## src/rtl/matmul_seq_pkg.sv

```systemverilog
// Shared FSM state codes and default geometry for the matmul sequencer.
// Default row width is MAT_MUL_SIZE elements of DWIDTH bits.
package matmul_seq_pkg;
  localparam int DEF_DWIDTH       = 16;
  localparam int DEF_AWIDTH       = 7;
  localparam int DEF_MAT_MUL_SIZE = 8;
  localparam int DEF_ROW_W        = DEF_MAT_MUL_SIZE * DEF_DWIDTH;

  typedef logic [2:0] state_t;
  localparam state_t ST_IDLE     = 3'd0;
  localparam state_t ST_LOAD_A   = 3'd1;
  localparam state_t ST_LOAD_B   = 3'd2;
  localparam state_t ST_WR_DRAIN = 3'd3;
  localparam state_t ST_COMPUTE  = 3'd4;
  localparam state_t ST_RD_C     = 3'd5;
  localparam state_t ST_FINISH   = 3'd6;
endpackage

```

## src/rtl/matmul_seq_out_fifo.sv

```systemverilog
// Synchronous FIFO for C rows; head is visible on pop_data while not empty.
// Pushes when full and pops when empty are dropped.
module matmul_seq_out_fifo
  import matmul_seq_pkg::*;
#(
  parameter int WIDTH = DEF_ROW_W,
  parameter int DEPTH = 4
) (
  input  logic             clk,
  input  logic             reset_n,
  input  logic             push,
  input  logic [WIDTH-1:0] push_data,
  input  logic             pop,
  output logic [WIDTH-1:0] pop_data,
  output logic             full,
  output logic             empty
);
  localparam int PW = (DEPTH > 1) ? $clog2(DEPTH) : 1;
  localparam int CW = $clog2(DEPTH + 1);

  logic [DEPTH-1:0][WIDTH-1:0] mem;
  logic [PW-1:0]               wr_ptr, rd_ptr;
  logic [CW-1:0]               count;
  logic                        do_push, do_pop;

  assign full     = (count == CW'(DEPTH));
  assign empty    = (count == '0);
  assign do_push  = push && !full;
  assign do_pop   = pop && !empty;
  assign pop_data = mem[rd_ptr];

  always_ff @(posedge clk or negedge reset_n) begin
    if (!reset_n) begin
      mem    <= '0;
      wr_ptr <= '0;
      rd_ptr <= '0;
      count  <= '0;
    end else begin
      if (do_push) begin
        mem[wr_ptr] <= push_data;
        wr_ptr      <= (wr_ptr == PW'(DEPTH - 1)) ? '0 : wr_ptr + 1'b1;
      end
      if (do_pop)
        rd_ptr <= (rd_ptr == PW'(DEPTH - 1)) ? '0 : rd_ptr + 1'b1;
      case ({do_push, do_pop})
        2'b10:   count <= count + 1'b1;
        2'b01:   count <= count - 1'b1;
        default: count <= count;
      endcase
    end
  end
endmodule

```

## src/rtl/matmul_sequencer.sv

```systemverilog
// Sequences A/B row loads into the matmul BRAMs, runs the multiply, streams C rows out.
// Optional SEQ_PERF_CNT_EN adds a saturating compute_cycles counter output.
module matmul_sequencer
  import matmul_seq_pkg::*;
#(
  parameter int DWIDTH       = DEF_DWIDTH,
  parameter int AWIDTH       = DEF_AWIDTH,
  parameter int MAT_MUL_SIZE = DEF_MAT_MUL_SIZE,
  parameter int ROWS         = 8,
  parameter int WR_LAT       = 2,
  parameter int RD_LAT       = 3
) (
  input  logic                           clk,
  input  logic                           reset_n,
  input  logic                           in_valid,
  output logic                           in_ready,
  input  logic [MAT_MUL_SIZE*DWIDTH-1:0] in_data,
  input  logic                           go,
  output logic                           busy,
  output logic                           out_valid,
  input  logic                           out_ready,
  output logic [MAT_MUL_SIZE*DWIDTH-1:0] out_data,
  output logic                           done,
  output logic                           enable_writing_to_mem,
  output logic                           enable_reading_from_mem,
  output logic [AWIDTH-1:0]              addr_pi,
  output logic [MAT_MUL_SIZE*DWIDTH-1:0] data_pi,
  output logic                           we_a,
  output logic                           we_b,
  output logic                           we_c,
  output logic                           start_mat_mul,
  input  logic                           done_mat_mul,
  input  logic [MAT_MUL_SIZE*DWIDTH-1:0] data_from_out_mat
`ifdef SEQ_PERF_CNT_EN
  ,
  output logic [15:0]                    compute_cycles
`endif
);
  localparam int RW  = MAT_MUL_SIZE * DWIDTH;
  localparam int CRW = $clog2(RD_LAT + 2);
  localparam logic [AWIDTH-1:0] LAST_ROW = AWIDTH'(ROWS - 1);

  state_t                     state, state_nx;
  logic [AWIDTH-1:0]          row_cnt;
  logic                       hs, issue, pop, push, fifo_full, fifo_empty;
  logic [WR_LAT-1:0]          wp_vld, wp_b;
  logic [WR_LAT-1:0][RW-1:0]  wp_dat;
  logic [RD_LAT-1:0]          rp_vld;
  logic [CRW-1:0]             credits;

  assign in_ready                = (state == ST_LOAD_A) || (state == ST_LOAD_B);
  assign hs                      = in_valid && in_ready;
  assign enable_writing_to_mem   = in_ready || (state == ST_WR_DRAIN);
  assign enable_reading_from_mem = (state == ST_RD_C);
  // credits = reads in flight + rows sitting in the FIFO; bounded so the FIFO never overflows
  assign issue         = enable_reading_from_mem && !fifo_full && (credits < CRW'(RD_LAT + 1));
  assign addr_pi       = (hs || issue) ? row_cnt : '0;
  assign start_mat_mul = (state == ST_COMPUTE);
  assign we_c          = start_mat_mul;
  assign busy          = (state != ST_IDLE);
  assign data_pi       = wp_dat[WR_LAT-1];
  assign we_a          = wp_vld[WR_LAT-1] && !wp_b[WR_LAT-1];
  assign we_b          = wp_vld[WR_LAT-1] && wp_b[WR_LAT-1];
  assign push          = rp_vld[RD_LAT-1];
  assign out_valid     = !fifo_empty;
  assign pop           = out_valid && out_ready;
  assign done          = (state == ST_FINISH) && (credits == '0);

  always_comb begin
    state_nx = state;
    case (state)
      ST_IDLE:     if (go) state_nx = ST_LOAD_A;
      ST_LOAD_A:   if (hs && row_cnt == LAST_ROW) state_nx = ST_LOAD_B;
      ST_LOAD_B:   if (hs && row_cnt == LAST_ROW) state_nx = ST_WR_DRAIN;
      ST_WR_DRAIN: if (row_cnt == AWIDTH'(WR_LAT - 1)) state_nx = ST_COMPUTE;
      ST_COMPUTE:  if (done_mat_mul) state_nx = ST_RD_C;
      ST_RD_C:     if (issue && row_cnt == LAST_ROW) state_nx = ST_FINISH;
      ST_FINISH:   if (credits == '0) state_nx = ST_IDLE;
      default:     state_nx = ST_IDLE;
    endcase
  end

  always_ff @(posedge clk or negedge reset_n) begin
    if (!reset_n) begin
      state   <= ST_IDLE;
      row_cnt <= '0;
      wp_vld  <= '0;
      wp_b    <= '0;
      wp_dat  <= '0;
      rp_vld  <= '0;
      credits <= '0;
    end else begin
      state <= state_nx;
      // row_cnt doubles as the drain timer; it restarts on every state change
      if (state_nx != state)
        row_cnt <= '0;
      else if (hs || issue || state == ST_WR_DRAIN)
        row_cnt <= row_cnt + 1'b1;
      wp_vld[0] <= hs;
      wp_b[0]   <= hs && (state == ST_LOAD_B);
      wp_dat[0] <= hs ? in_data : '0;
      for (int i = 1; i < WR_LAT; i++) begin
        wp_vld[i] <= wp_vld[i-1];
        wp_b[i]   <= wp_b[i-1];
        wp_dat[i] <= wp_dat[i-1];
      end
      rp_vld[0] <= issue;
      for (int i = 1; i < RD_LAT; i++)
        rp_vld[i] <= rp_vld[i-1];
      case ({issue, pop})
        2'b10:   credits <= credits + 1'b1;
        2'b01:   credits <= credits - 1'b1;
        default: credits <= credits;
      endcase
    end
  end

  matmul_seq_out_fifo #(.WIDTH(RW), .DEPTH(RD_LAT + 1)) u_out_fifo (
    .clk       (clk),
    .reset_n   (reset_n),
    .push      (push),
    .push_data (data_from_out_mat),
    .pop       (pop),
    .pop_data  (out_data),
    .full      (fifo_full),
    .empty     (fifo_empty)
  );

`ifdef SEQ_PERF_CNT_EN
  always_ff @(posedge clk or negedge reset_n) begin
    if (!reset_n)
      compute_cycles <= '0;
    else if (state == ST_IDLE && go)
      compute_cycles <= '0;
    else if (state == ST_COMPUTE && compute_cycles != 16'hFFFF)
      compute_cycles <= compute_cycles + 1'b1;
  end
`endif
endmodule
```

## config.mk

```make
export PLATFORM = sky130hd
export DESIGN_NAME = matmul_sequencer
export DESIGN_NICKNAME = d
export VERILOG_FILES = /design/src/rtl/matmul_seq_pkg.sv /design/src/rtl/matmul_seq_out_fifo.sv /design/src/rtl/matmul_sequencer.sv
export SDC_FILE = /design/constraint.sdc
export NUM_CORES = 1
export LEC_CHECK = 0
export BUFFER_PORTS_ARGS = -buffer_cell sky130_fd_sc_hd__buf_4
export CAP_MARGIN = 20
export CORE_ASPECT_RATIO = 0.6
export CORE_MARGIN = 4
export CORE_UTILIZATION = 35
export CTS_CLUSTER_SIZE = 20
export DETAILED_ROUTE_END_ITERATION = 16
export HOLD_SLACK_MARGIN = 0.06
export SKIP_CTS_REPAIR_TIMING = 1
export SYNTH_ARGS = -nofsm -noshare
export SYNTH_HDL_FRONTEND = slang
export SYNTH_HIERARCHICAL = 1
export SYNTH_SLANG_ARGS = --single-unit
```

## constraint.sdc

```tcl
create_clock -name clk -period 2.3 [get_ports clk]
set_input_delay 0.115 -clock clk [delete_from_list [all_inputs] [get_ports clk]]
set_output_delay 0.115 -clock clk [all_outputs]
set_load 0.01 [all_outputs]
```

Word level (Yosys, flattened, before mapping) --
Cells that the tools add are included.
Operators by class: add/subtract/negate cells 7, magnitude comparators 4, muxes and demuxes 21, equality and inequality tests 16, reductions and logical operators 27
Operator list (number):
- bitwise mux 512 bit | 1
- two-way mux 128 bit | 3
- binary-select mux 128 bit (select 2 bit) | 1
- demux 128 bit (select 2 bit) | 1
- two-way mux 3 bit | 7
- two-way mux 7 bit | 3
- case mux 3 bit (7 select lines) | 1
- logical AND 1 bit | 13
- == test 3 bit (second input constant) | 4
- case mux 3 bit (2 select lines) | 2
- logical NOT 3 bit | 3
- == test 2 bit (second input constant) | 4
- adder 7 x 1 -> 7 bit (second input constant) | 1
- == test 7 x 1 -> 1 bit (second input constant) | 1
- == test 7 x 3 -> 1 bit (second input constant) | 1
- adder 3 x 1 -> 3 bit (second input constant) | 2
- == test 3 x 2 -> 1 bit (second input constant) | 2
- less-than comparator 2 x 3 -> 1 bit (second input constant) | 2
- nonzero test 2 bit | 3
- subtractor 3 x 1 -> 3 bit (second input constant) | 2
- adder 2 x 1 -> 2 bit (second input constant) | 2
- == test 2 x 1 -> 1 bit (second input constant) | 2
- logical OR 1 bit | 4
- two-way mux 2 bit | 2
- 6 further kinds | 8
Word-level totals: register bits after elaboration 795, input bits 262

Longest topological paths before layout --
depth in word-level cells 9, gate-level depth with buffers 10, gate-level depth less buffers 10

Modules after synthesis --
The synthesis kept the hierarchy.
Modules (own cells, without submodules):
- matmul_seq_out_fifo | area each 22655.5 um^2, times used 1, seq. area each 12987.5 um^2, cells an instance 1280
- matmul_sequencer | area each 9396.5 um^2, times used 1, seq. area each 6906.6 um^2, cells an instance 643

Worst setup path after synthesis --
No wires, ideal clock.
path type flip-flop to flip-flop, from register u_out_fifo.count[0], to register credits[2], cell stages (with the launch flop) 10, buffers on the path 0, arrival time 1.903 ns, setup time 0.079 ns, clock period less this slack 1.982 ns, setup slack 0.318 ns, cells stage by stage dfrtp_1 > nor3b_4 > nor3b_4 > nand2_1 > ha_1 > inv_1 > fa_1 > xor2_1 > nor2_1 > xor2_1
On the way: cells in the longest elaborated chain, start to end 6
Ends and longest elaborated chain:
- from (decl) | line matmul_seq_out_fifo.sv:23 | logic [CW-1:0] count;
- from (signal assigned) | line matmul_seq_out_fifo.sv:46 | 2'b10: count <= count + 1'b1;
- from (signal assigned) | line matmul_seq_out_fifo.sv:47 | 2'b01: count <= count - 1'b1;
- from (signal assigned) | line matmul_seq_out_fifo.sv:48 | default: count <= count;
- == test 3 bit * | line matmul_seq_out_fifo.sv:26 | assign full = (count == CW'(DEPTH));
- via fifo_full | line matmul_sequencer.sv:45 | logic hs, issue, pop, push, fifo_full, fifo_empty;
- logical NOT 1 bit * | line matmul_sequencer.sv:56 | assign issue = enable_reading_from_mem && !fifo_full && (credits < CRW'(RD_LAT + 1));
- logical AND 1 bit * (2 in a row) | line matmul_sequencer.sv:56
- == test 2 x 1 -> 1 bit / == test 2 bit (equally long branches) | line matmul_sequencer.sv:110 | case ({issue, pop})
- case mux 3 bit (2 select lines) / nonzero test 2 bit (equally long branches)
- to (signal assigned) | line matmul_sequencer.sv:111 | 2'b10: credits <= credits + 1'b1;
- to (signal assigned) | line matmul_sequencer.sv:112 | 2'b01: credits <= credits - 1'b1;
- to (signal assigned) | line matmul_sequencer.sv:113 | default: credits <= credits;
- to (decl) | line matmul_sequencer.sv:49 | logic [CRW-1:0] credits;
Mark *: on every way through the listed nets, which the timed path passes. The rest lies on a longest branch. A chain may end at the register's enable or synchronous reset.

Final worst setup path --
from register u_out_fifo.rd_ptr[0], to output port out_data[73]
On the way: cells in the longest elaborated chain, start to end 2
Ends and longest elaborated chain:
- from (decl) | line matmul_seq_out_fifo.sv:22 | logic [PW-1:0] wr_ptr, rd_ptr;
- from (signal assigned) | line matmul_seq_out_fifo.sv:44 | rd_ptr <= (rd_ptr == PW'(DEPTH - 1)) ? '0 : rd_ptr + 1'b1;
- binary-select mux 128 bit (select 2 bit) | line matmul_seq_out_fifo.sv:30 | assign pop_data = mem[rd_ptr];
- two-way mux 128 bit (implied by the code) | line matmul_seq_out_fifo.sv:30
- to (decl) | line matmul_sequencer.sv:22 | output logic [MAT_MUL_SIZE*DWIDTH-1:0] out_data,
Every way passes these cells. The select of a mux whose other input is x is not followed.

==> flow_summary_export.csv <==
group,metric,value,unit
synthesis,synthDominantCellAreaShare,62.1,%
global_route,antenna_found_initial,5,
setup_path,critPathLaunchType,"flop",
setup_path,cpPeakStageDelay,0.57,ns
synthesis,async_flop_share,100,%
global_route,grt_usage,16.5,%
synthesis,synthCells,1923,
cells_and_area,stdcell_area,42700,um^2
setup_path,critPathCaptureType,"output port",
clock_tree,cts_tree,"done",
sta,skew,0.0159,ns
die,die_h,242,um
sta,tightest_slew,0.704,ns
clock_tree,cts_buffers,78,
die,core_area,90200,um^2
sta,period_needed,2.33,ns
placed_design,dp_hpwl,54600,um
worst_hold_path,hold_path.class,"input port to asynchronous set/reset pin",
synthesis,ys_top_cells_by_area,"dfrtp_1, mux2_2, mux4_2",
detailed_routing,ant_nets,0,
setup_path,r2r_cells,9,
setup_path,reg2reg_from,"u_out_fifo/count[0]$_DFFE_PN0P_",
synthesis,synth.avg_cell_area,16.7,um^2
setup_path,crit_required,2.18,ns
sta,timing.final.max_slew_violations,0,
synthesis,ys_seq_elements,795,
synthesis,synth_cell_types,44,
pwr,p_leak,20.3,nW
setup_path,cp_slowest_cell,"mux4_2",
sta,slew-limit-headroom,53.0,%
setup_path,arrival,2.22,ns
setup_path,critPathMaxFanout,11,
detailed_routing,drc_errors,0,
die,die_x,399,um
die,ios,535,
cells_and_area,syn_to_final_growth,33.1,%
detailed_routing,dr.pass1.iters,4,
cells_and_area,layout-drive-gt1-share,52.3,%
setup_path,timing.critical_path.cells,"buf_12 > buf_16 > mux4_2 > buf_6",
detailed_routing,drt-total-wl,84100,um
die,num_rows,85,
status,violations,"setup timing",
clock_tree,clk_root_buffer_cell,"clkbuf_16",
die,start_util,35.5,%
placed_design,post-place-ws,0.158,ns
global_route,overflow,0,
cells_and_area,fin_nets,2937,
synthesis,synth_top_area_cell,"dfrtp_1",
detailed_routing,vias_per_cell,4.67,
synthesis,synth_nets,2196,
flow_run,cap_violations,0,
synthesis,ys_warn_count,6,
synthesis,synth_top_flop_cell,"dfrtp_1",
placed_design,gp_congestion,0.797,
setup_path,r2r_setup_slack,0.10,ns
global_route,grt_max_degree,82,
sta,rsz0062_at_grt,"true",
clock_tree,clock_latency,0.63,ns
sta,final_hold_viol_count,0,
global_route,grt_pass1_vias,19400,
sta,setup_viol,53,
setup_path,worstSetupPathType,"flop to output port",
sta,setup_ws,-0.0346,ns
clock_tree,clkSinkCount,795,
global_route,grt_pass1_wl,122000,um
clock_tree,clkTransAtPathRegs,0.07,ns
detailed_routing,first_iter_violations,754,
die,die-area,96600,um^2
sta,timing.final.crit_share,102,%
status,outcome,"complete, but fails checks",
clock_tree,clockBufferDepth,3,
synthesis,syn-cell-area,32100,um^2
setup_path,path_buf_inv,3,
detailed_routing,wl_per_cell,21.4,um
clock_tree,cts.htree.levels,3,
cells_and_area,final_core_util,47.3,%
setup_path,r2r_end,"u_out_fifo/count[2]$_DFFE_PN0P_",
synthesis,ys_seq_area_share,62.1,%
setup_path,critPathTopFamily,"multiplexers",
pwr,power.density,1230,nW/um^2
placed_design,placed_area,36900,um^2
sta,clock.fmax,428,MHz
placed_design,port_buffers,534,
synthesis,synth_edf_count,0,
pwr,worst_ir_drop_vdd,0.699,mV
detailed_routing,vias,18400,
## how the worst max path moves through the flow
stage                                     startpoint                               to  cells past startpoint
finish              u_out_fifo/rd_ptr[0]$_DFFE_PN0P_                     out_data[73]                      4
global route        u_out_fifo/rd_ptr[0]$_DFFE_PN0P_                     out_data[73]                      4
CTS                 u_out_fifo/rd_ptr[0]$_DFFE_PN0P_                     out_data[73]                      3
detailed placement   u_out_fifo/count[0]$_DFFE_PN0P_           credits[2]$_DFFE_PN0P_                      9
global placement     u_out_fifo/count[0]$_DFFE_PN0P_  u_out_fifo/count[2]$_DFFE_PN0P_                      8
floorplan            u_out_fifo/count[0]$_DFFE_PN0P_           credits[2]$_DFFE_PN0P_                      9
## layout make-up
| cell class | count | area, um^2 |
|---|---|---|
| Clock inverter | 24 | 310 |
| Multi-Input combinational cell | 880 | 10300 |
| Timing Repair Buffer | 893 | 8220 |
| Clock buffer | 110 | 2310 |
| Tap cell | 1218 | 1520 |
| Antenna cell | 3 | 7.51 |
| Inverter | 16 | 60.1 |
| Fill cell | 7725 | 47500 |
| Sequential cell | 795 | 19900 |
## sequential cells by signal, indices dropped and copies added, names as in the netlist
signal / flops
u_out_fifo/mem: 512
data_pi: 128
wp_dat: 128
row_cnt: 7
credits: 3
rp_vld: 3
state: 3
u_out_fifo/count: 3
u_out_fifo/rd_ptr: 2
u_out_fifo/wr_ptr: 2
wp_b: 2
wp_vld: 2
## cells in the mapped netlist, types with 4 or more instances
cell type,instances
mux2_2,517
xor2_1,5
nand2_1,10
buf_6,54
inv_1,16
buf_2,18
and2_1,137
mux4_2,128
a211oi_1,4
nor2b_1,4
buf_4,134
dfrtp_1,795
mux2i_1,4
nor3_1,5
clkbuf_1,23
ha_1,9
o21ai_0,9
nor2_1,14
## cell families after synthesis
kind of cell | after synthesis | share of synthesized area (%)
flops | 795 | 62.1
mux | 649 | 27.3
buf+inv | 248 | 5.81
simple gates | 189 | 3.64
compound gates | 23 | 0.500
fa+ha+maj | 12 | 0.507
xor+xnor | 7 | 0.191
## layer usage
| layer | global-route usage, % | part of all wire (%) | up-vias |
|---|---|---|---|
| met5 | 0.794 | 0.015 | - |
| met4 | 5.15 | 2.2 | 2 |
| met3 | 4.21 | 4.2 | 117 |
| met2 | 26.7 | 50 | 289 |
| met1 | 21.8 | 44 | 9850 |
| li1 | - | - | 8144 |
## stage by stage
step	TNS, ns	instances	power (mW)	hold slack, ns
after floorplan	0	1923	31.0	-0.181
after global placement	0	3523	37.4	0.162
after detailed placement	0	3523	38.0	0.158
after CTS	-23.29	3657	51.4	-0.560
after global routing	-12.28	3939	55.3	0.109
final	-0.407	3939	52.5	0.0879
## layout by cell type (no fill, tap or decap), types with 3 or more instances in the layout
cell	Yosys	routed
buf_16	0	3
mux2i_1	4	4
nand2_1	10	8
buf_6	54	64
nor3_1	5	5
dfrtp_1	795	792
nor2_4	0	4
mux2_2	517	517
clkbuf_8	0	17
clkbuf_1	23	12
xor2_1	5	5
nor2_1	14	10
dlygate4sd3_1	0	261
clkinv_2	0	8
clkbuf_16	0	87
or3_1	3	3
buf_12	0	35
ha_1	9	9
and2_1	137	134
and2_4	0	3
inv_6	0	5
o21ai_0	9	9
mux4_2	128	128
buf_4	134	522
bufinv_16	0	6
diode_2	0	3
clkinv_4	0	4
nor2b_1	4	3
inv_1	16	15
a211oi_1	4	4
## worst register-to-register path, stage by stage, from the launching register on
cell and delay [ns]:
dfrtp_1 0.45, nor3b_4 0.29, buf_4 0.16, nand2b_1 0.15, ha_1 0.22, inv_1 0.07
fa_1 0.37, xor2_1 0.15, nor2_1 0.13, xor2_1 0.15
## report_power, final
group,internal [mW],leakage (nW),switching (mW),total [mW]
clock network,7.68,1.30,5.52,13.2
registers,18.5,10.5,2.15,20.7
logic,10.8,8.53,7.87,18.6
(Power assumes the default switching activity.)
